==> src/rtl/mem_buff_arb.sv <==
// FIFO sequencer and round-robin arbiter sharing one mem_buff between two requesters.
// Optional sticky error flags are built when MEM_BUFF_ARB_ERR_EN is defined.
module mem_buff_arb #(
  parameter int unsigned DW    = 8,
  parameter int unsigned DEPTH = 8,
  parameter int unsigned PW    = 3,
  parameter int unsigned AW    = 4
) (
  input  logic          clk,
  input  logic          rest,
  input  logic          req0_w,
  input  logic          req0_r,
  input  logic [DW-1:0] req0_data,
  input  logic          req1_w,
  input  logic          req1_r,
  input  logic [DW-1:0] req1_data,
  output logic          gnt0,
  output logic          gnt1,
  output logic          rd_valid0,
  output logic          rd_valid1,
  output logic [DW-1:0] rd_data,
  output logic [DW-1:0] buf_data_in,
  output logic [AW-1:0] buf_address,
  output logic          buf_en_w,
  output logic          buf_en_r,
  input  logic [DW-1:0] buf_data_out,
  output logic [PW:0]   count,
  output logic          full,
  output logic          empty
`ifdef MEM_BUFF_ARB_ERR_EN
  ,
  output logic [1:0]    err
`endif
);

  typedef enum logic [1:0] {StIdle, StWrIssue, StRdIssue, StRdReturn} state_e;

  localparam logic [PW:0] FullCount = (PW+1)'(DEPTH);

  state_e        state_q, state_d;
  logic [PW-1:0] wr_ptr_q, wr_ptr_d;
  logic [PW-1:0] rd_ptr_q, rd_ptr_d;
  logic [PW:0]   count_q, count_d;
  logic          last_gnt_q, last_gnt_d;
  logic          sel_q, sel_d;
  logic [AW-1:0] addr_q, addr_d;
  logic [DW-1:0] wdata_q, wdata_d;

  logic wr0, rd0, wr1, rd1;
  logic elig0, elig1, win1, win_wr, issue;

  assign full  = (count_q == FullCount);
  assign empty = (count_q == '0);

  // A write takes priority when a requester raises both request lines.
  assign wr0 = req0_w;
  assign rd0 = req0_r & ~req0_w;
  assign wr1 = req1_w;
  assign rd1 = req1_r & ~req1_w;

  assign elig0  = (wr0 & ~full) | (rd0 & ~empty);
  assign elig1  = (wr1 & ~full) | (rd1 & ~empty);
  // last_gnt_q = 1 means requester 1 won last, so requester 0 wins a tie.
  assign win1   = elig1 & (~elig0 | ~last_gnt_q);
  assign win_wr = win1 ? wr1 : wr0;

  always_comb begin
    state_d    = state_q;
    wr_ptr_d   = wr_ptr_q;
    rd_ptr_d   = rd_ptr_q;
    count_d    = count_q;
    last_gnt_d = last_gnt_q;
    sel_d      = sel_q;
    addr_d     = addr_q;
    wdata_d    = wdata_q;
    unique case (state_q)
      StIdle: begin
        if (elig0 | elig1) begin
          sel_d      = win1;
          last_gnt_d = win1;
          if (win_wr) begin
            state_d  = StWrIssue;
            addr_d   = AW'(wr_ptr_q);
            wdata_d  = win1 ? req1_data : req0_data;
            wr_ptr_d = wr_ptr_q + PW'(1);
            count_d  = count_q + (PW+1)'(1);
          end else begin
            state_d  = StRdIssue;
            addr_d   = AW'(rd_ptr_q);
            rd_ptr_d = rd_ptr_q + PW'(1);
            count_d  = count_q - (PW+1)'(1);
          end
        end
      end
      StWrIssue:  state_d = StIdle;
      StRdIssue:  state_d = StRdReturn;
      StRdReturn: state_d = StIdle;
      default:    state_d = StIdle;
    endcase
  end

  always_ff @(posedge clk or negedge rest) begin
    if (!rest) begin
      state_q    <= StIdle;
      wr_ptr_q   <= '0;
      rd_ptr_q   <= '0;
      count_q    <= '0;
      last_gnt_q <= 1'b1;
      sel_q      <= 1'b0;
      addr_q     <= '0;
      wdata_q    <= '0;
    end else begin
      state_q    <= state_d;
      wr_ptr_q   <= wr_ptr_d;
      rd_ptr_q   <= rd_ptr_d;
      count_q    <= count_d;
      last_gnt_q <= last_gnt_d;
      sel_q      <= sel_d;
      addr_q     <= addr_d;
      wdata_q    <= wdata_d;
    end
  end

  assign issue       = (state_q == StWrIssue) || (state_q == StRdIssue);
  assign gnt0        = issue & ~sel_q;
  assign gnt1        = issue & sel_q;
  assign rd_valid0   = (state_q == StRdReturn) & ~sel_q;
  assign rd_valid1   = (state_q == StRdReturn) & sel_q;
  assign buf_en_w    = (state_q == StWrIssue);
  assign buf_en_r    = (state_q == StRdIssue);
  assign buf_address = addr_q;
  assign buf_data_in = wdata_q;
  assign rd_data     = buf_data_out;
  assign count       = count_q;

`ifdef MEM_BUFF_ARB_ERR_EN
  logic [1:0] err_q, err_d;

  // Sticky: flags requests that IDLE saw but could never be served at that moment.
  always_comb begin
    err_d = err_q;
    if (state_q == StIdle) begin
      if ((wr0 | wr1) & full)  err_d[0] = 1'b1;
      if ((rd0 | rd1) & empty) err_d[1] = 1'b1;
    end
  end

  always_ff @(posedge clk or negedge rest) begin
    if (!rest) begin
      err_q <= '0;
    end else begin
      err_q <= err_d;
    end
  end

  assign err = err_q;
`endif

endmodule

==> config.mk <==
export PLATFORM = sky130hd
export DESIGN_NAME = mem_buff_arb
export DESIGN_NICKNAME = d
export VERILOG_FILES = /design/src/rtl/mem_buff_arb.sv
export SDC_FILE = /design/constraint.sdc
export NUM_CORES = 1
export LEC_CHECK = 0
export CAP_MARGIN = 10
export CORE_MARGIN = 4
export CORE_UTILIZATION = 35
export CTS_CLUSTER_SIZE = 14
export DETAILED_ROUTE_END_ITERATION = 6
export GPL_TIMING_DRIVEN = 1
export HOLD_SLACK_MARGIN = 0.06
export PLACE_DENSITY = 0.75
export SYNTH_ARGS = -nofsm -noshare
export SYNTH_HDL_FRONTEND = slang
export SYNTH_SLANG_ARGS = --single-unit
==> constraint.sdc <==
create_clock -name clk -period 2.9 [get_ports clk]
set_input_delay 0.725 -clock clk [delete_from_list [all_inputs] [get_ports clk]]
set_output_delay 0.725 -clock clk [all_outputs]
set_load 0.05 [all_outputs]
==> results of run 1 <==
-- where the power goes --
part	switching, W	internal (W)	leakage (nW)	total (W)
sequential	0.000173	0.000539	0.290	0.000711
combinational	0.000970	0.000647	0.537	0.00162
clock	0.000113	0.0000973	0.0217	0.000210
total	0.00126	0.00128	0.849	0.00254
-- routing by layer --
metal  GRT usage [%]  share of wire (%)
met1           13.43                 41
met2           21.33                 52
met3           2.770                5.9
met4           3.758               0.57
met5               0                  0
-- cell families (layout without fill, tap and decap cells) --
logic type      count (synthesis)  after routing  share of synthesized area (%)
fa+ha+maj                       7              7                          6.076
mux                            20             20                          16.06
flops                          25             25                          43.49
xor+xnor                        9              9                          5.469
buf+inv                        19             61                          7.639
simple gates                   29             29                          9.722
other cells                     1              1                         0.2602
compound gates                 23             23                          11.29
-- stage by stage --
step | power (W) | hold slack (ps) | setup slack [ps]
final | 0.002538 | 475.3 | 180.5
after global routing | 0.002703 | 489.7 | 67.84
after CTS | 0.002569 | 478.1 | 150.4
after detailed placement | 0.002352 | 461.4 | 12.82
after global placement | 0.002292 | 462.6 | 97.40
after floorplan | 0.001875 | 429.4 | 133.8
-- sequential cells by signal, summed over array words and instances (netlist names) --
register     count
wr_ptr_q         3
rd_ptr_q         3
buf_address      3
count            4
last_gnt_q       1
buf_data_in      8
sel_q            1
state_q          2
-- worst max-delay path, cell delays in order (launching register included) --
cell and delay [ps]:
dfrtp_1 410, inv_1 80, ha_1 290, nor2b_1 130
clkdlybuf4s50_1 810
-- worst paths after layout --
check,start,endpoint,slack [ps],cells past startpoint
setup / recovery,state_q[0],gnt0,180,4
hold / removal,wr_ptr_q[2],wr_ptr_q[2],480,1
setup reg to reg,count[1],count[2],380,9
hold reg to reg,wr_ptr_q[2],wr_ptr_q[2],480,1
max in group asynchronous,rest,last_gnt_q,1800,2
min in group asynchronous,rest,wr_ptr_q[0],820,2
-- layout make-up --
type                    count  share of cell area, %
clock buffers               3                  2.110
clock inverters             1                 0.3836
inverters                   5                 0.9591
multi-input cells          89                  36.00
flip-flops and latches     25                  32.03
well taps                  50                  3.197
repair buffers             52                  25.32
-- cells in the mapped netlist (all sizes together), types with 2 or more instances --
master and number:
xnor2 6, buf 13, o21ai 4, ha 7, xor2 3, nor2 12, inv 5, nand2 6
a21oi 9, nor2b 3, nand3 2, mux2 5, mux2i 15, dfrtp 24, and2 3
==> out/results.tsv, run 1 <==
metric	value	unit
status	finished, final reports clean	
die_h	72.18	um
fillers	359	
start_util	36.03	%
fin_tns_setup	0	ps
clockRootBuffer	clkbuf_8	
path_clk_slew	90	ps
grt_setup_unrepaired	no	
fin_skew	4.712	ps
postPlaceCellArea	1908	um2
cap_violations	0	
cp-end-kind	output port	
dp_hpwl	2357	um
synthTopCellsByArea	dfrtp_1 (42%), mux2i_1 (9.0%), ha_1 (6.1%)	
finalHoldViolCount	0	
drc	0	
yosysWarnings	0	
drt-vias-per-instance	4.698	
p_leak	0.8488	nW
cts_setup_buffers	0	
final-seq-area	626.9	um2
avgRoutedWirePerCell	13.32	um
grt_antenna_before_repair	0	
ys_types	35	
ant_nets	0	
crit_path_start_kind	flop	
hold_buffers	0	
final_area	1957	um2
grt_pass1_vias	1132	
synth.largest_area_cell	dfrtp_1	
hold_class	reg2reg	
async_reset_ff_share	100.0	%
grt_max_degree	26	
num_rows	23	
area_growth_syn_to_layout	35.76	%
multi_input_area	704.4	um2
grt-ovfl-total	0	
gr-usage-all-layers	11.73	%
cts_tree	done	
clk_path_buf_depth	2	
slew_viol_final	0	
drt_pass1_iterations	5	
core	4000	um2
die_w	72.18	um
wl	2997	um
final-setup-viol-count	0	
crit_type	reg2out	
synth_top_area_share	41.67	%
ys_ff_latch	25	
syn_area	1441	um2
tightest_slew	512.2	ps
ctsResizeCount	0	
final_cell_mix	clkdlybuf4s50_1 (42), dfrtp_1 (24), mux2i_1 (13)	
crit_fanout	4	
ir_worst_vdd	0.0006368	V
fin_crit	2720	ps
drive_gt1_share	13.14	%
synth_edf_count	0	
synth_nets	170	
io-pin-count	62	
ys.flop_type	dfrtp_1	
placed_cells	221	
period_share	93.78	%
cts_inserted_buffers	3	
power_density	1297	nW/um2
required	2170	ps
gp_congestion	0.7497	
final_common_cell	clkdlybuf4s50_1	
synth_cells	133	
stdcell_count	225	
vias	1057	
htree_levels	1	
die-area	5209	um2
io_buffers	44	
syn_avg_cell_area	10.84	um2
clock_latency	270	ps
grt_pass1_wl	4905	um
postLayoutCoreUtil	48.92	%
max_freq	367.7	MHz
numClockSinks	25	
drt-initial-drc-count	55	
antenna_cells	0	
crit_arrival	1990	ps
slew_headroom	65.74	%
nets	213	
yosysSeqAreaShare	43.49	%
No activity file was read; power rests on OpenSTA's default activity.
==> run 2, diff against run 1 <==
--- a/config.mk
+++ b/config.mk
@@ -5,6 +5,7 @@
 export SDC_FILE = /design/constraint.sdc
 export NUM_CORES = 1
 export LEC_CHECK = 0
+export ABC_AREA = 1
 export CAP_MARGIN = 10
 export CORE_MARGIN = 4
 export CORE_UTILIZATION = 35
@@ -12,7 +13,7 @@
 export DETAILED_ROUTE_END_ITERATION = 6
 export GPL_TIMING_DRIVEN = 1
 export HOLD_SLACK_MARGIN = 0.06
-export PLACE_DENSITY = 0.75
+export PLACE_DENSITY = 0.64
 export SYNTH_ARGS = -nofsm -noshare
 export SYNTH_HDL_FRONTEND = slang
 export SYNTH_SLANG_ARGS = --single-unit
==> out/results.tsv, run 2 <==
metric	value	unit	change
cts_inserted_buffers	3		unchanged
synthTopCellsByArea	dfrtp_1 (36%), nand2_1 (7.5%), o31ai_2 (6.1%)		
synth_edf_count	0		unchanged
multi_input_area	808.3	um2	+15%
cap_violations	0		unchanged
synth_top_area_share	36.42	%	-5.2 points
drt-initial-drc-count	56		+1.8%
whs	492.5	ps	+17.15 ps
drc	0		unchanged
fin_crit	2682	ps	-37.98 ps
die_h	76.64	um	+6.2%
max_freq	372.9	MHz	+1.4%
avgRoutedWirePerCell	11.57	um	-13%
area_growth_syn_to_layout	27.85	%	
yosysSeqAreaShare	38.01	%	-5.5 points
ctsResizeCount	0		unchanged
slew_headroom	65.84	%	+0.092 points
fin_skew	5.710	ps	+0.9980 ps
final-seq-area	626.9	um2	unchanged
synth_common_cells	nand2_1 (33), dfrtp_1 (24), inv_1 (23), nor2_1 (21), nand2_2 (12)		
drive_gt1_share	20.18	%	+7.0 points
gr-usage-all-layers	10.89	%	-0.84 points
period_share	92.47	%	-1.3 points
gp_congestion	0.7457		-0.53%
final_common_cell	clkdlybuf4s50_1		
numClockSinks	25		unchanged
start_util	37.11	%	+1.1 points
finalHoldViolCount	0		unchanged
p_leak	1.028	nW	+21%
placed_cells	271		+23%
slew_viol_final	0		unchanged
grt_antenna_before_repair	0		unchanged
grt_setup_unrepaired	no		
dp_hpwl	2467	um	+4.7%
ys_ff_latch	25		unchanged
yosysMostFrequentCell	nand2_1		
async_reset_ff_share	100.0	%	unchanged
ant_nets	0		unchanged
nets	261		+23%
vias	1241		+17%
core	4444	um2	+11%
num_rows	24		+4.3%
hold_class	reg2reg		
required	2170	ps	about the same
wl	3183	um	+6.2%
die-area	5874	um2	+13%
drt-vias-per-instance	4.513		-3.9%
crit_fanout	4		unchanged
fin_tns_setup	0	ps	unchanged
io_buffers	44		unchanged
cts_tree	done		
grt_pass1_wl	5257	um	+7.2%
crit_path_start_kind	flop		
antenna_cells	0		unchanged
synth_nets	222		+31%
yosysWarnings	0		unchanged
syn_area	1649	um2	+14%
hold_buffers	0		unchanged
grt_max_degree	26		unchanged
grt-ovfl-total	0		unchanged
synth.largest_area_cell	dfrtp_1		
largest_reg_flops	8		unchanged
clk_path_buf_depth	2		unchanged
crit_arrival	1960	ps	-30 ps
drt_pass1_iterations	4		-1
ys_types	29		-17%
stdcell_count	275		+22%
grt_pass1_vias	1180		+4.2%
final_cell_mix	clkdlybuf4s50_1 (44), nand2_1 (33), dfrtp_1 (24)		
power_density	1266	nW/um2	-2.4%
io-pin-count	62		unchanged
die_w	76.64	um	+6.2%
clockRootBuffer	clkbuf_8		
htree_levels	1		unchanged
synth_cells	185		+39%
fillers	449		+25%
clock_latency	270	ps	about the same
tightest_slew	510.9	ps	-1.372 ps
syn_avg_cell_area	8.914	um2	-18%
cts_setup_buffers	0		unchanged
path_clk_slew	80	ps	about the same
ir_worst_vdd	0.0004101	V	-36%
crit_type	reg2out		
cp-end-kind	output port		
status	finished, final reports clean		
ys.flop_type	dfrtp_1		
final-setup-viol-count	0		unchanged
-- run 2: changes by cell type after synthesis, moves of 4 or more --
cell / before / now
buf_2: 4 / 0
inv_1: 5 / 23
nand2_1: 6 / 33
nand2_2: 0 / 12
xnor2_1: 6 / 0
a21oi_1: 8 / 0
mux2i_1: 13 / 0
xor2_1: 3 / 7
nand3_1: 2 / 7
o31ai_2: 0 / 8
nor2_1: 12 / 21
nand2_4: 0 / 8
-- run 2: power by group --
group	internal [W]	switching, W	total [W]
clock network	0.0000982	0.000107	0.000205
registers	0.000534	0.000155	0.000689
logic	0.000617	0.00116	0.00178
-- run 2: path summary, 6_finish.rpt --
check | startpoint | slack [ps] | cells after the start | endpoint
min in group asynchronous | rest | 810 | 2 | count[3]
max reg2reg | count[0] | 880 | 15 | count[2]
max | state_q[0] | 220 | 5 | gnt0
min reg2reg | last_gnt_q | 490 | 2 | last_gnt_q
min | last_gnt_q | 490 | 2 | last_gnt_q
max in group asynchronous | rest | 1780 | 2 | last_gnt_q
-- run 2: routing by layer --
| metal | up-vias | global-route usage, % | share of wire [%] |
|---|---|---|---|
| met2 | 33 | 18.72 | 47 |
| met5 | - | 0 | 0 |
| met4 | 0 | 3.261 | 0.79 |
| met1 | 563 | 13.23 | 46 |
| met3 | 4 | 2.955 | 6.2 |
| li1 | 641 | - | - |
-- run 2: area by class of cell --
type	count	share of cell area (%)
Timing Repair Buffer	45	21.25
Multi-Input combinational cell	121	38.34
Sequential cell	25	29.73
Tap cell	52	3.086
Inverter	28	5.460
Clock buffer	4	2.137
-- run 2: cells by family (layout without fill, tap and decap cells) --
kind of cell | after synthesis | in the layout | share of synthesized area, %
xor+xnor | 7 | 7 | 3.718
simple gates | 91 | 91 | 30.88
fa+ha+maj | 7 | 7 | 5.311
compound gates | 15 | 15 | 8.877
buf+inv | 39 | 77 | 12.97
flops | 25 | 25 | 38.01
other cells | 1 | 1 | 0.2274
-- run 2: worst max-delay path: stages (launching register included) --
cell and delay [ps]:
dfrtp_1 400, inv_1 80, ha_1 300, inv_1 40, nor2_1 80, clkdlybuf4s50_1 800
-- run 2: stage by stage --
stage | cell area, um2 | power [W] | utilization [%] | setup slack [ps]
2_1_floorplan | 1649 | 0.002069 | - | 731.0
3_3_place_gp | 2063 | 0.002469 | 46.42 | 281.7
3_5_place_dp | 2063 | 0.002498 | 46.42 | 206.7
4_1_cts | 2108 | 0.002711 | 47.44 | 192.5
5_1_grt | 2108 | 0.002868 | 47.44 | 110.1
6_report | 2108 | 0.002670 | 47.44 | 218.5
